**config.mk**
```make
export PLATFORM = sky130hd
export DESIGN_NAME = regfile_write_arbiter
export DESIGN_NICKNAME = d
export VERILOG_FILES = /design/src/rtl/regfile_write_arbiter.sv
export SDC_FILE = /design/constraint.sdc
export NUM_CORES = 1
export LEC_CHECK = 0
export BUFFER_PORTS_ARGS = -buffer_cell sky130_fd_sc_hd__buf_2
export CAP_MARGIN = 25
export CORE_ASPECT_RATIO = 1.4
export CORE_MARGIN = 2
export CORE_UTILIZATION = 35
export CTS_CLUSTER_SIZE = 16
export DETAILED_ROUTE_END_ITERATION = 7
export SYNTH_ARGS = -nofsm -noshare
export SYNTH_HDL_FRONTEND = slang
export SYNTH_SLANG_ARGS = --single-unit
```
**constraint.sdc**
```tcl
create_clock -name clk -period 3.7 [get_ports clk]
set_clock_uncertainty 0.15 [all_clocks]
set_input_delay 0 -clock clk [delete_from_list [all_inputs] [get_ports clk]]
set_output_delay 0 -clock clk [all_outputs]
set_load 0.1 [all_outputs]
```
**src/rtl/regfile_write_arbiter.sv**
```systemverilog
// regfile_write_arbiter: round-robin arbiter that shares one RegisterFile
// write port among NReq writeback requesters. Each requester uses a
// valid/ready handshake. A registered stage drives wEn/wAddr/wData one cycle
// after a write is accepted. Writes to register 0 are accepted but never issued.
// Optional feature: define REGFILE_ARB_BYPASS_EN to add read-port forwarding
// of the in-flight registered write (fwdData1/fwdData2).
module regfile_write_arbiter #(
  parameter int RegisterWidth = 32,
  parameter int NRegisters    = 32,
  parameter int NReq          = 3,
  localparam int AddrWidth    = $clog2(NRegisters),
  localparam int PtrWidth     = $clog2(NReq)
) (
  input  logic                          clk,
  input  logic                          reset,
  input  logic                          holdWrites,
  input  logic [NReq-1:0]               reqValid,
  input  logic [NReq*AddrWidth-1:0]     reqAddr,
  input  logic [NReq*RegisterWidth-1:0] reqData,
  output logic [NReq-1:0]               reqReady,
  output logic                          wEn,
  output logic [AddrWidth-1:0]          wAddr,
  output logic [RegisterWidth-1:0]      wData,
  output logic [15:0]                   grantCount
`ifdef REGFILE_ARB_BYPASS_EN
  ,
  input  logic [AddrWidth-1:0]          rdAddr1,
  input  logic [AddrWidth-1:0]          rdAddr2,
  input  logic [RegisterWidth-1:0]      rfData1,
  input  logic [RegisterWidth-1:0]      rfData2,
  output logic [RegisterWidth-1:0]      fwdData1,
  output logic [RegisterWidth-1:0]      fwdData2
`endif
);

  logic [PtrWidth-1:0]      rr_ptr;
  logic [PtrWidth-1:0]      grant_idx;
  logic [PtrWidth-1:0]      next_ptr;
  logic [PtrWidth-1:0]      scan_idx;
  logic [PtrWidth:0]        scan_sum;
  logic                     found;
  logic                     transfer;
  logic [AddrWidth-1:0]     sel_addr;
  logic [RegisterWidth-1:0] sel_data;

  // Round-robin search from rr_ptr upward (wrapping); grant the first valid requester
  always_comb begin
    reqReady  = '0;
    grant_idx = '0;
    found     = 1'b0;
    scan_sum  = '0;
    scan_idx  = '0;
    for (int k = 0; k < NReq; k++) begin
      scan_sum = {1'b0, rr_ptr} + (PtrWidth+1)'(k);
      if (scan_sum >= (PtrWidth+1)'(NReq))
        scan_sum = scan_sum - (PtrWidth+1)'(NReq);
      scan_idx = scan_sum[PtrWidth-1:0];
      if (!found && reqValid[scan_idx]) begin
        found     = 1'b1;
        grant_idx = scan_idx;
      end
    end
    // Reset low or a stall suppresses every grant
    if (found && !holdWrites && reset)
      reqReady[grant_idx] = 1'b1;
  end

  assign transfer = |(reqValid & reqReady);
  assign sel_addr = reqAddr[grant_idx*AddrWidth +: AddrWidth];
  assign sel_data = reqData[grant_idx*RegisterWidth +: RegisterWidth];
  assign next_ptr = (grant_idx == PtrWidth'(NReq-1)) ? '0 : grant_idx + 1'b1;

  // ---- acceptance -> registered write port ----
  // Advance the pointer and count on every transfer; issue the write only for a nonzero address
  always_ff @(posedge clk or negedge reset) begin
    if (!reset) begin
      rr_ptr     <= '0;
      wEn        <= 1'b0;
      wAddr      <= '0;
      wData      <= '0;
      grantCount <= '0;
    end else begin
      wEn <= transfer && (sel_addr != '0);
      if (transfer) begin
        rr_ptr     <= next_ptr;
        grantCount <= grantCount + 16'd1;
        if (sel_addr != '0) begin
          wAddr <= sel_addr;
          wData <= sel_data;
        end
      end
    end
  end

`ifdef REGFILE_ARB_BYPASS_EN
  // Forward the pending registered write to a read port that targets the same nonzero register
  always_comb begin
    fwdData1 = rfData1;
    fwdData2 = rfData2;
    if (wEn && (wAddr == rdAddr1) && (rdAddr1 != '0)) fwdData1 = wData;
    if (wEn && (wAddr == rdAddr2) && (rdAddr2 != '0)) fwdData2 = wData;
  end
`endif

endmodule
```
==> results by stage <==
STA:
- For the pin with the worst max-slew slack, the measured transition is 0.7145 ns.
- The final critical-path required period is 3.513 ns.
- The worst hold slack is -0.005069 ns.
- Setup repair after global routing left no endpoint under its margin.
- The number of max-slew violations in the final report came to 0.
- The tightest slew margin relative to the limit is 52.37%.
- The hold violation total from the final report is 2.
- The maximum operating frequency is 284.7 MHz.
- The accumulated negative setup slack is 0 ns.
- The final cycle utilization of the critical path is 94.94%.
- Setup violations remaining at the end of the flow were counted as 0.

Synth:
- Summed over all instances, the cell type with the most area after synthesis is sky130_fd_sc_hd__dfrtp_1.
- The most used flip-flop cell after synthesis is sky130_fd_sc_hd__dfrtp_1.
- Each instance of the synthesized netlist takes up on average 10.41 um^2.
- The synthesized netlist devotes 23.20% of its cell area to compound gates.
- After Yosys synthesis, XOR and XNOR cells account for 3.824% of the synthesized area.
- By area, the combinational part of the netlist is dominated by compound AO/OA/AOI/OAI gates.
- The number of nets handed over by synthesis was 452.
- The top cell type by area accounts for 40.79% of the synthesized area.
- The multiplexer area fraction after synthesis is 15.29%.
- Of the total synthesized cell area, the portion taken by full adders, half adders and majority gates is 1.821%.
- The cell area after technology mapping is 3436 um^2.
- Of the total synthesized cell area, the portion taken by AND, OR, NAND and NOR gates is 8.157%.
- The count of distinct cell types in the synthesized netlist is 44.
- Ranked by total cell area, the synthesized netlist is headed by sky130_fd_sc_hd__dfrtp_1 41%, sky130_fd_sc_hd__mux2_4 13%, sky130_fd_sc_hd__a22oi_1 7.6%, sky130_fd_sc_hd__o21ai_0 5.5%, sky130_fd_sc_hd__inv_1 4.2%.
- The number of instances in the synthesized netlist is 330.
- Of all flip-flops after synthesis, the portion carrying an async set or reset was 100.0%.
- Of the synthesized area, sequential elements account for 40.79%.
- The number of flip-flops and latches in the synthesized netlist is 56.
- The synthesized design contains 0 enable-type register cells.
- The warning count from the yosys run is 0.

Cells and area:
- The number of antenna diodes is 0.
- After the last flow step, the layout net total stands at 711.
- The number of inserted filler cells in the final layout is 794.
- The final instance count without filler cells is 722.
- The multi-input combinational cells in the finished layout cover a total of 1799 um^2.
- Of the cells placed in the final design, the portion with a size suffix greater than 1 is 39.32%.
- Compared with the post-synthesis result, the final layout area differs by 60.12%.
- Summing all flip-flop and latch instances after layout gives 1401 um^2.

Critical path:
- The worst register-to-register path ends at wData[23]$_DFFE_PN0P_.
- Along the worst path, the maximum fanout reaches 36.
- STA classifies the critical path startpoint as a flip-flop.
- The worst setup path is of the reg -> reg kind.
- The worst reg-to-reg setup slack is 0.19 ns.
- The category of the worst setup path capture point is a flip-flop.
- The cell with the largest stage delay on the worst path is sky130_fd_sc_hd__dlygate4sd3_1.
- The cell family contributing the most delay on the critical path is compound AO/OA/AOI/OAI gates.
- For the worst setup path, the data arrival time is 3.54 ns.
- The largest stage delay on the critical path is 0.57 ns.
- The data required time at the worst endpoint is 3.73 ns.
- The critical path goes through inv_1 -> ha_2 -> mux2_4 -> a21o_1 -> a21o_1 -> buf_4 -> a22oi_1 -> o21ai_0 -> dlygate4sd3_1 -> mux2_2.
- The reg-to-reg critical path startpoint is rr_ptr[0]$_DFFE_PN0P_.
- The worst reg2reg path depth is 10.
- Among the stages of the critical path, the cell type that occurs most often is sky130_fd_sc_hd__a21o_1.
- The number of buffers and inverters on the critical path is 3.

CTS:
- The deepest level of the CTS H-tree is 2.
- Clock tree synthesis found a total of 56 sinks.
- The cell sitting at the root of the clock tree is a sky130_fd_sc_hd__clkbuf_16.
- The clock tree from TritonCTS is yes.
- Buffers inserted during clock tree synthesis total 5.
- The clock passes through at most 2 buffers.
- The later pin in the worst-skew pair is clocked with a latency of 0.29 ns.
- The clock-pin slew of the registers on the worst-case setup and hold paths is 0.08 ns.

Power:
- The static leakage is 0.002744 uW.
- IR analysis of the VDD net gives a maximum drop of 0.0006733 V.
- Of the total power, the share spent switching nets is 56.84%.
- The part of the power in registers is 17.7%.
- Per report_power, the combinational group accounts for 72.8% of the total.
- The switching power of the nets is 3339 uW.
- Per report_power, the clock group accounts for 9.5% of the total.
- The internal portion of the total power is 2536 uW.
- In this run the power density over the cells is 1068 nW/um^2.

Place:
- The count of buffers added on input and output ports is 173.
- The congestion estimate from routability-driven global placement came to 0.8354.
- The number of placed instances, taps included is 626.
- Detailed placement ended at an HPWL of 7.325 mm.

Routing:
- The vias after detailed routing is 3580.
- After the first detailed-routing iteration, the DRC count stood at 116.
- Wires add up to 11.52 mm.
- The number of routed nets with antenna violations is 0.
- The first-pass iteration count of the detailed router is 4.
- After detailed routing, the number of remaining DRC violations is 0.
- In the final routed layout, each cell accounts on average for 15.96 um.
- The post-detailed-route via-to-cell ratio is 4.958.

Die:
- The number of I/O pins is 174.
- The horizontal die dimension is 87.74 um.
- The total area inside the core boundary comes to 9512 um^2.
- The number of placement rows is 42.
- The die boundary height is 121.2 um.
- The floorplan step defined a die boundary enclosing 10640 um^2.
- Once the floorplan was initialized, standard cells occupied 36.12% of the core.

GRT:
- The overflow left after global routing is 0.
- The number of global-route vias before repair is 3899.
- The global-route total usage across every layer is 22.50%.
- Entering global routing, the biggest net connects 57 pins.
- The first-pass GRT wire length is 18.64 mm.
- The initial antenna violation count is 0.

Min path:
- The class of the tightest hold or removal check is in -> reg.
- The origin of the worst min-delay path is reqData[26].
- The worst hold path passes through 4 cells.
- The endpoint of the worst hold-timing path is wData[26]$_DFFE_PN0P_.

Run:
- Max-cap violations in this run came to 0.

Status:
- The flow ran to the end, but the final reports show violations.
- The final reports fail on negative hold slack.
-- cells in the mapped netlist, types with 6 or more instances --
master                     instances
sky130_fd_sc_hd__nor2_1           12
sky130_fd_sc_hd__xor2_1            6
sky130_fd_sc_hd__inv_1            38
sky130_fd_sc_hd__a21o_1            6
sky130_fd_sc_hd__dfrtp_1          56
sky130_fd_sc_hd__clkbuf_1         12
sky130_fd_sc_hd__a22oi_1          35
sky130_fd_sc_hd__nand3_1          12
sky130_fd_sc_hd__mux2_4           30
sky130_fd_sc_hd__o21ai_0          38
sky130_fd_sc_hd__xnor2_1           9
sky130_fd_sc_hd__nand2_1          13
-- layout by cell type, fill, tap and decap left out, drive strengths merged, types with 2 or more instances in the layout --
cell	Yosys	routed
a211oi	7	7
a21o	6	6
a21oi	2	2
a22o	2	2
a22oi	36	36
and3	4	4
and3b	3	3
buf	5	181
clkbuf	12	5
dfrtp	56	56
dlygate4sd3	0	88
ha	5	5
inv	38	39
mux2	34	34
mux2i	3	3
nand2	13	13
nand3	12	12
nand3b	2	2
nand4	3	3
nor2	12	12
nor3	4	4
o21ai	38	38
o311ai	2	2
o31ai	3	3
xnor2	9	9
xor2	6	6
-- flip-flops by register name, summed over array words and instances, names as in the netlist --
| name | count |
|---|---|
| grantCount | 16 |
| rr_ptr | 2 |
| wData | 32 |
| wEn | 1 |
| wAddr | 5 |
-- tightest hold or removal path, cell delays in order --
cell	delay, ns
sky130_fd_sc_hd__buf_2	0.08
sky130_fd_sc_hd__inv_1	0.03
sky130_fd_sc_hd__o21ai_0	0.15
sky130_fd_sc_hd__mux2_4	0.14
-- repair_timing --
item                                   CTS  global route
setup endpoints to repair                0             2
endpoints found under the hold margin   89             0
gates resized for setup                  0             1
buffers inserted                         0             0
hold buffers                            88             0
-- how the worst max path moves through the flow --
stage	start	endpoint	slack, ns	cells past startpoint
6_report	rr_ptr[0]$_DFFE_PN0P_	wData[23]$_DFFE_PN0P_	0.19	10
5_1_grt	rr_ptr[0]$_DFFE_PN0P_	wData[23]$_DFFE_PN0P_	0.02	10
4_1_cts	rr_ptr[0]$_DFFE_PN0P_	wData[23]$_DFFE_PN0P_	0.21	10
3_5_place_dp	rr_ptr[0]$_DFFE_PN0P_	wData[21]$_DFFE_PN0P_	0.29	9
3_3_place_gp	rr_ptr[0]$_DFFE_PN0P_	wData[20]$_DFFE_PN0P_	0.40	9
2_1_floorplan	rr_ptr[0]$_DFFE_PN0P_	rr_ptr[0]$_DFFE_PN0P_	0.02	10
-- logic make-up (layout without fill, tap and decap cells) --
| group | count (synthesis) | after routing |
|---|---|---|
| AOI/OAI and AO/OA | 106 | 106 |
| DFF | 56 | 56 |
| and+or+nand+nor | 56 | 56 |
| buffers and inverters | 55 | 315 |
| muxes | 37 | 37 |
| xor gates and xnor gates | 15 | 15 |
| adders and majority gates | 5 | 5 |
-- routing by layer --
metal	vias to the layer above	GRT usage [%]	share of wire, %
met5	-	0	0
met4	0	8.462	2.9
met3	31	4.354	5.8
met2	156	40.96	53
met1	1690	25.31	38
li1	1703	-	-
-- cell type report --
| class | instances | area share (%) |
|---|---|---|
| timing repair buffer | 269 | 33.11 |
| multi-input combinational | 219 | 32.70 |
| sequential | 56 | 25.47 |
| tap | 132 | 3.002 |
| inverter | 38 | 2.593 |
| clock buffer | 5 | 2.274 |
| clock inverter | 3 | 0.8415 |
-- power by group through the flow --
stage	sequential [uW]	clock, uW	combinational [uW]
after global routing	1080	591	4510
final	1040	556	4280
after floorplan	2720	0	1530
after global placement	1050	0	3860
after CTS	1040	571	4250
after detailed placement	1040	0	3920
-- stage by stage --
stage / hold slack (ns) / utilization (%) / worst slack [ns] / cell area, um^2 / total power, uW
2_1_floorplan: -0.4456 / - / 0.01771 / 3436 / 4250
3_3_place_gp: 0.07620 / 46.75 / 0.4039 / 4447 / 4905
3_5_place_dp: 0.08339 / 46.75 / 0.2866 / 4447 / 4960
4_1_cts: 0.0001681 / 57.81 / 0.2061 / 5499 / 5866
5_1_grt: 0.002062 / 57.84 / 0.02318 / 5502 / 6179
6_report: -0.005069 / 57.84 / 0.1871 / 5502 / 5875
No activity file was read; power rests on OpenSTA's default activity.
